==> src/rtl/fetch_unit.sv <==
// fetch_unit: instruction prefetcher with a circular queue of {pc, word} entries.
// It keeps at most one instruction-memory read outstanding, and it issues a read
// only when the queue has a slot reserved for the returning word.
// Ports:
//   clk, reset                     clock and synchronous active-high reset
//   redirect_valid, redirect_pc    flush the queue and restart fetch (bits [1:0] ignored)
//   mem_req, mem_addr              read request; address held until the ack cycle
//   mem_ack, mem_rdata             read completion and returned word
//   inst_valid, inst, inst_pc      queue head presented to the consumer
//   inst_ready                     consumer pops the head when inst_valid is set
module fetch_unit #(
    parameter int unsigned DEPTH    = 4,
    parameter logic [31:0] RESET_PC = 32'h0000_0000
) (
    input  logic        clk,
    input  logic        reset,
    input  logic        redirect_valid,
    input  logic [31:0] redirect_pc,
    output logic        mem_req,
    output logic [31:0] mem_addr,
    input  logic        mem_ack,
    input  logic [31:0] mem_rdata,
    output logic        inst_valid,
    output logic [31:0] inst,
    output logic [31:0] inst_pc,
    input  logic        inst_ready
);

    localparam int unsigned PW = (DEPTH > 1) ? $clog2(DEPTH) : 1;
    localparam int unsigned CW = $clog2(DEPTH + 1);

    typedef enum logic [1:0] {
        S_IDLE    = 2'd0,
        S_WAIT    = 2'd1,
        S_DISCARD = 2'd2
    } state_t;

    state_t        state;
    state_t        state_next;
    logic [31:0]   fetch_pc;
    logic [31:0]   fetch_pc_next;
    logic [31:0]   req_addr;
    logic [31:0]   req_addr_next;
    logic [CW-1:0] count;
    logic [PW-1:0] head;
    logic [PW-1:0] tail;
    logic [31:0]   q_pc   [DEPTH];
    logic [31:0]   q_word [DEPTH];

    logic          push;
    logic          pop;
    logic [CW:0]   count_after;
    logic [31:0]   redirect_word;

    assign redirect_word = redirect_pc & ~32'd3;
    // Occupancy after this cycle's push, used to decide whether another request fits.
    assign count_after   = (CW + 1)'(count) + (CW + 1)'(1) - (CW + 1)'(pop);

    assign mem_req    = (state != S_IDLE);
    assign mem_addr   = req_addr;
    assign inst_valid = (count != '0);
    assign inst       = q_word[head];
    assign inst_pc    = q_pc[head];

    // Next-state, request address and queue push/pop decisions.
    always_comb begin
        state_next    = state;
        fetch_pc_next = fetch_pc;
        req_addr_next = req_addr;
        push          = 1'b0;
        // Redirect flushes the queue, so a same-cycle pop is not a real pop.
        pop           = inst_valid & inst_ready & ~redirect_valid;

        case (state)
            S_IDLE: begin
                if (redirect_valid) begin
                    fetch_pc_next = redirect_word;
                end else if (count < CW'(DEPTH)) begin
                    state_next    = S_WAIT;
                    req_addr_next = fetch_pc;
                end
            end
            S_WAIT: begin
                if (redirect_valid) begin
                    fetch_pc_next = redirect_word;
                    // An ack in the redirect cycle retires the request; otherwise drain it.
                    state_next    = mem_ack ? S_IDLE : S_DISCARD;
                end else if (mem_ack) begin
                    push          = 1'b1;
                    fetch_pc_next = req_addr + 32'd4;
                    if (count_after < (CW + 1)'(DEPTH)) begin
                        req_addr_next = req_addr + 32'd4;
                    end else begin
                        state_next = S_IDLE;
                    end
                end
            end
            S_DISCARD: begin
                if (redirect_valid) begin
                    fetch_pc_next = redirect_word;
                end
                if (mem_ack) begin
                    state_next = S_IDLE;
                end
            end
            default: begin
                state_next = S_IDLE;
            end
        endcase
    end

    // Control state, addresses and queue pointers.
    always_ff @(posedge clk) begin
        if (reset) begin
            state    <= S_IDLE;
            fetch_pc <= RESET_PC;
            req_addr <= RESET_PC;
            count    <= '0;
            head     <= '0;
            tail     <= '0;
        end else begin
            state    <= state_next;
            fetch_pc <= fetch_pc_next;
            req_addr <= req_addr_next;
            if (redirect_valid) begin
                count <= '0;
                head  <= tail;
            end else begin
                if (push) begin
                    tail <= tail + PW'(1);
                end
                if (pop) begin
                    head <= head + PW'(1);
                end
                count <= count + CW'(push) - CW'(pop);
            end
        end
    end

    // Queue storage; contents are meaningful only below count.
    always_ff @(posedge clk) begin
        if (!reset && push) begin
            q_pc[tail]   <= req_addr;
            q_word[tail] <= mem_rdata;
        end
    end

endmodule

==> config.mk <==
export PLATFORM = sky130hd
export DESIGN_NAME = fetch_unit
export DESIGN_NICKNAME = d
export VERILOG_FILES = /design/src/rtl/fetch_unit.sv
export SDC_FILE = /design/constraint.sdc
export NUM_CORES = 1
export LEC_CHECK = 0
export ABC_CLOCK_PERIOD_IN_PS = 6250
export BUFFER_PORTS_ARGS = -buffer_cell sky130_fd_sc_hd__buf_4
export CORE_AREA = 2 2 178 180
export CTS_BUF_LIST = sky130_fd_sc_hd__clkbuf_8 sky130_fd_sc_hd__clkbuf_16
export DETAILED_ROUTE_END_ITERATION = 12
export DIE_AREA = 0 0 180 182
export HOLD_SLACK_MARGIN = 0.06
export SYNTH_ARGS = -nofsm -noshare
export SYNTH_HDL_FRONTEND = slang
export SYNTH_SLANG_ARGS = --single-unit
==> constraint.sdc <==
create_clock -name clk -period 6.25 [get_ports clk]
set_input_delay 0 -clock clk [delete_from_list [all_inputs] [get_ports clk]]
set_output_delay 0 -clock clk [all_outputs]
set_load 0.02 [all_outputs]
### Yosys cells after proc, flatten, opt, wreduce, memory -nomap -nowiden

Memories as Yosys holds them, arrays and structs flattened. A register that Yosys moved wholly into a read port is not among the register bits.
Cells that the tools add are included.

* add/subtract/negate cells: 7
* $lt $le $gt $ge: 2
* equal/unequal tests: 11
* muxes and demuxes: 29
* bitwise gates (word level): 3
* reductions and logical operators: 14

Operator list (number)
* 2-to-1 mux 32 bit: 8
* case mux 32 bit (2 select lines): 2
* adder 32 x 3 -> 32 bit (second input constant): 1
* 2-to-1 mux 2 bit: 13
* inequality test 2 bit (second input constant): 6
* nonzero test 2 bit: 4
* inequality test 3 bit (second input constant): 2
* case mux 2 bit (3 select lines): 1
* AND reduction 6 bit: 1
* 2-to-1 mux 1 bit: 5
* AND reduction 5 bit: 1
* adder 2 x 1 -> 2 bit (second input constant): 2
* adder 3 x 1 -> 4 bit (second input constant): 1
* < comparator 4 x 3 -> 1 bit (second input constant): 1
* OR reduction 2 bit: 2
* subtractor 4 x 1 -> 4 bit: 1
* adder 3 x 1 -> 3 bit: 1
* < comparator 3 bit (second input constant): 1
* AND reduction 3 bit: 1
* nonzero test 3 bit: 1
* subtractor 3 x 1 -> 3 bit: 1
* bitwise AND 1 bit: 2
* == test 2 x 1 -> 1 bit (second input constant): 1
* == test 2 bit (second input constant): 1
* other kinds (6): 6

* register bits: 73
* memory bits (writable): 256
* bits of input ports: 69
* memories: 2

Memory list
* q_pc: depth 4, bits a word 32, read ports 1, clocked after memory_dff 1, wr ports 1, line 47 `logic [31:0] q_pc [DEPTH];`
* q_word: depth 4, bits a word 32, read ports 1, clocked after memory_dff 1, wr ports 1, line 48 `logic [31:0] q_word [DEPTH];`

### Logic depth before layout (Yosys ltp)

* depth in word-level cells: 9
* mapped depth: 12

### Worst setup path after synthesis

OpenSTA, ideal clock, no wires.

* path type: register -> register
* from: reg state[0]
* to: mem q_pc[2][0] (enable)
* library setup time: 0.429 ns
* data arrival time: 2.891 ns
* data required time: 5.821 ns
* path slack: 2.930 ns
* stages on the path, launching flop included: 7
* buffers on the path: 3
* period minus slack after synthesis: 3.320 ns
* path through: dfxtp_1 -> clkbuf_1 -> nand2b_1 -> buf_6 -> nor2_1 -> buf_2 -> and3_1

* longest elaborated chain between the ends: 5

RTL lines
* from (decl): line 38 `state_t state;`
* from (signal assigned): line 122 `state <= state_next;`
* == test 2 x 1 -> 1 bit: line 74 `case (state)`
* 2-to-1 mux 1 bit: line 74
* logical AND 1 bit: line 142 `if (!reset && push) begin`
* 2-to-1 mux 1 bit: line 142
* 2-to-1 mux 1 bit (implied by the code): line 143 `q_pc[tail] <= req_addr;`
* to (decl): line 47

Every way passes these cells.

### Final worst setup path

* from: reg state[0]
* to: mem q_word[2][12] (enable)

* longest elaborated chain between the ends: 5

RTL lines
* == test 2 x 1 -> 1 bit: line 74
* 2-to-1 mux 1 bit: line 74
* logical AND 1 bit: line 142
* 2-to-1 mux 1 bit: line 142
* 2-to-1 mux 1 bit (implied by the code): line 144 `q_word[tail] <= mem_rdata;`
* to (decl): line 48

Every way passes these cells.

==> qor.txt <==
EDFF count, synth - 256
Synthesized area - 0.01376 mm^2
Iteration-0 DRC Markers - 613
Reg clk slew, reported paths - 0.06 ns
Max Clock Freq - 295.8 MHz
WP buf/inv - 3
GR peak layer - met2
Final WL - 31.62 mm
DR WL/cell - 20.25 um
First-pass GRT wire length - 49.54 mm
Final instance area - 0.01709 mm^2
Final antenna-violating net count - 0
Slowest cell on crit path - and3_4
GRT overflow - 0
Root Driver - clkbuf_16
Total core area - 0.03099 mm^2
Max Cap Viol - 0
Row cnt - 65
VDD IR max - 173.9 uV
Flops & latches, synth - 331
Worst Hold Slack - 0.2340 ns
Met2 Usage GRT - 32.23%
DRC - 0
Total CTS buffers - 37
# nets final - 1212
Port buffer count - 164
GRT Util Overall - 19.36%
Multi-input combinational cell area - 0.004163 mm^2
Cell family contributing the most delay on the critical path - simple AND/OR/NAND/NOR gates
Post-layout util - 55.16%
Slew Limit Fails - 0
Gpl congestion - 0.7933
Setup crit start kind - flop
Setup tns final - 0 ns
Crit path largest cell delay - 0.65 ns
RSZ-0062 raised after global routing - no
Postcts setup bufs - 0
Final-layout fill cell count - 2535
Die height - 182 um
Worst clock skew - 0.01507 ns
Clock buffer depth - 3
Die area - 0.03276 mm^2
GRT met1 Usage - 26.65%
Non-Filler Instances - 1562
Share of layout cells above drive strength 1 - 27.26%
Placed insts - 1430
Most Frequent Cell on Critical Path - buf_4
Setup CP Type - flop to flop
Crit end category - flop
CTS H-tree lvls - 2
Hold crit path type - input pin to flop
Chip width - 180 um
Async SR Flop Fraction - 0%
Final hold vios - 0
Largest net degree at the start of global routing - 76
Vias - 8527
Worst-skew pair later-pin latency - 0.51 ns
TritonCTS clock tree - built
Initial Utilization - 44.39%
Seq/Total Area, Yosys - 66.80%
Crit share post-route - 54.08%
FF+latch area - 0.009196 mm^2
Final setup margin - 2.870 ns
Initial antenna violation count - 1
Area after DPL - 0.01523 mm^2
Dpl ws - 2.857 ns
Yosys cell types - 69
Worst-Margin Slew - 1.127 ns
First-pass DRT Iterations - 5
Crit-path cells - a21oi_1 -> nand2b_1 -> buf_4 -> nor2_1 -> buf_4 -> and3_4 -> buf_4
Final min period - 3.380 ns
WP data required - 6.40 ns
Post-Synthesis Cells - 911
Main synth FF type - edfxtp_1
Slew headroom - 24.56%
Post-synth net total - 988
HPWL after detailed placement - 18.39 mm
Cell area power density - 288.5 mW/mm^2
Worst Path Arrival - 3.53 ns
Syn avg cell area - 15.10 um^2
Total Power - 4.931 mW
GRT met3 Usage - 3.049%
Clk sinks - 331
Worst-path fanout max - 43
I/O pins - 167
Status - finished clean
Leakage - 5.843 nW
Synth warnings - 0
Vias in the first global route - 8703
Area Growth Syn to Fin - 24.26%
Detail-routed via count per cell - 5.459
Setup violators final - 0
-- layer usage --
| metal | wire length (um) | share of wire, % | up-vias |
|---|---|---|---|
| li1 | - | - | 4001 |
| met1 | 14010 | 44 | 4238 |
| met2 | 15340 | 49 | 244 |
| met5 | 0 | 0 | - |
| met4 | 581 | 1.8 | 0 |
| met3 | 1693 | 5.4 | 44 |
-- layout by cell type (no fill, tap or decap), types with 9 or more instances in the layout --
master	count
buf_4	174
nor2_1	59
nand3_1	27
nand2_1	66
dfxtp_1	73
xnor2_1	23
clkbuf_16	37
a211oi_1	11
a31oi_1	9
mux4_2	64
inv_1	22
o21ai_0	23
edfxtp_1	256
a21oi_1	54
dlygate4sd3_1	68
nor3_1	17
-- synth_stat cells (3+ instances only) --
| cell type | n | area (um^2) |
|---|---|---|
| mux4_2 | 64 | 1441 |
| o32ai_1 | 8 | 70.07 |
| ha_1 | 7 | 87.58 |
| mux2i_1 | 4 | 40.04 |
| xor2_1 | 3 | 26.28 |
| clkbuf_1 | 28 | 105.1 |
| o211ai_1 | 6 | 45.04 |
| nand2_1 | 66 | 247.7 |
| nand4_1 | 8 | 50.05 |
| a211o_1 | 6 | 52.55 |
| a211oi_1 | 11 | 82.58 |
| o21ai_0 | 23 | 115.1 |
| a22o_1 | 3 | 26.28 |
| nand3_1 | 27 | 135.1 |
| and4_1 | 6 | 52.55 |
| and2_1 | 6 | 37.54 |
| nor3_1 | 17 | 85.08 |
| inv_1 | 17 | 63.81 |
| or3_1 | 3 | 18.77 |
| nand2b_1 | 9 | 56.30 |
| nor2_1 | 59 | 221.5 |
| dfxtp_1 | 75 | 1501 |
| nor2b_1 | 7 | 43.79 |
| buf_2 | 14 | 70.07 |
| o31ai_1 | 7 | 52.55 |
| edfxtp_1 | 256 | 7687 |
| nand3b_1 | 3 | 22.52 |
| a21oi_1 | 54 | 270.3 |
| nor3b_1 | 3 | 22.52 |
| nor4_1 | 8 | 50.05 |
| and3_1 | 11 | 68.82 |
| clkbuf_8 | 10 | 137.6 |
| o31a_1 | 3 | 26.28 |
| a31oi_1 | 9 | 56.30 |
| xnor2_1 | 23 | 201.4 |
| a32oi_1 | 4 | 35.03 |
-- kinds of logic after synthesis --
group                      count (synthesis)  share of synthesized area (%)
buffers and inverters                     74                          3.138
xor gates and xnor gates                  26                          1.655
muxes                                     70                          10.93
adders and majority gates                  8                         0.7822
DFF                                      331                          66.80
AOI/OAI and AO/OA                        150                          6.986
and+or+nand+nor                          252                          9.705
-- report_power, final --
part / total (mW) / internal (mW) / switching (mW) / leakage, nW
sequential: 2.45 / 2.40 / 0.0558 / 2.94
clock: 2.11 / 1.28 / 0.825 / 0.601
combinational: 0.373 / 0.185 / 0.188 / 2.30
total: 4.93 / 3.86 / 1.07 / 5.84
-- repair_timing --
action,CTS,global route
hold buffers,68,0
gates resized for setup,0,0
endpoints found under the hold margin,170,0
-- layout make-up --
| cell class | count | share of cell area, % |
|---|---|---|
| clock inverters | 26 | 1.471 |
| clock buffers | 37 | 5.417 |
| multi-input cells | 506 | 24.35 |
| well taps | 402 | 2.943 |
| repair buffers | 242 | 11.62 |
| inverters | 17 | 0.3733 |
| diodes | 1 | 0.01464 |
| flip-flops and latches | 331 | 53.80 |
-- path summary, 6_finish.rpt --
path | from | to | slack, ns | cells past startpoint
worst max-delay path | state[0] | q_word[2][12] | 2.87 | 7
worst min-delay path | mem_rdata[1] | q_word[0][1] | 0.23 | 2
worst max register to register | state[0] | q_word[2][12] | 2.87 | 7
worst min register to register | fetch_pc[16] | fetch_pc[16] | 0.45 | 2
-- sequential cells by signal (all words and copies together), names as in the netlist, named ones only --
signal and flops:
state 2, q_word 128, count 3, head 2, fetch_pc 32, mem_addr 32, tail 2, q_pc 128
Note: power is estimated with default switching activity, not from simulation.
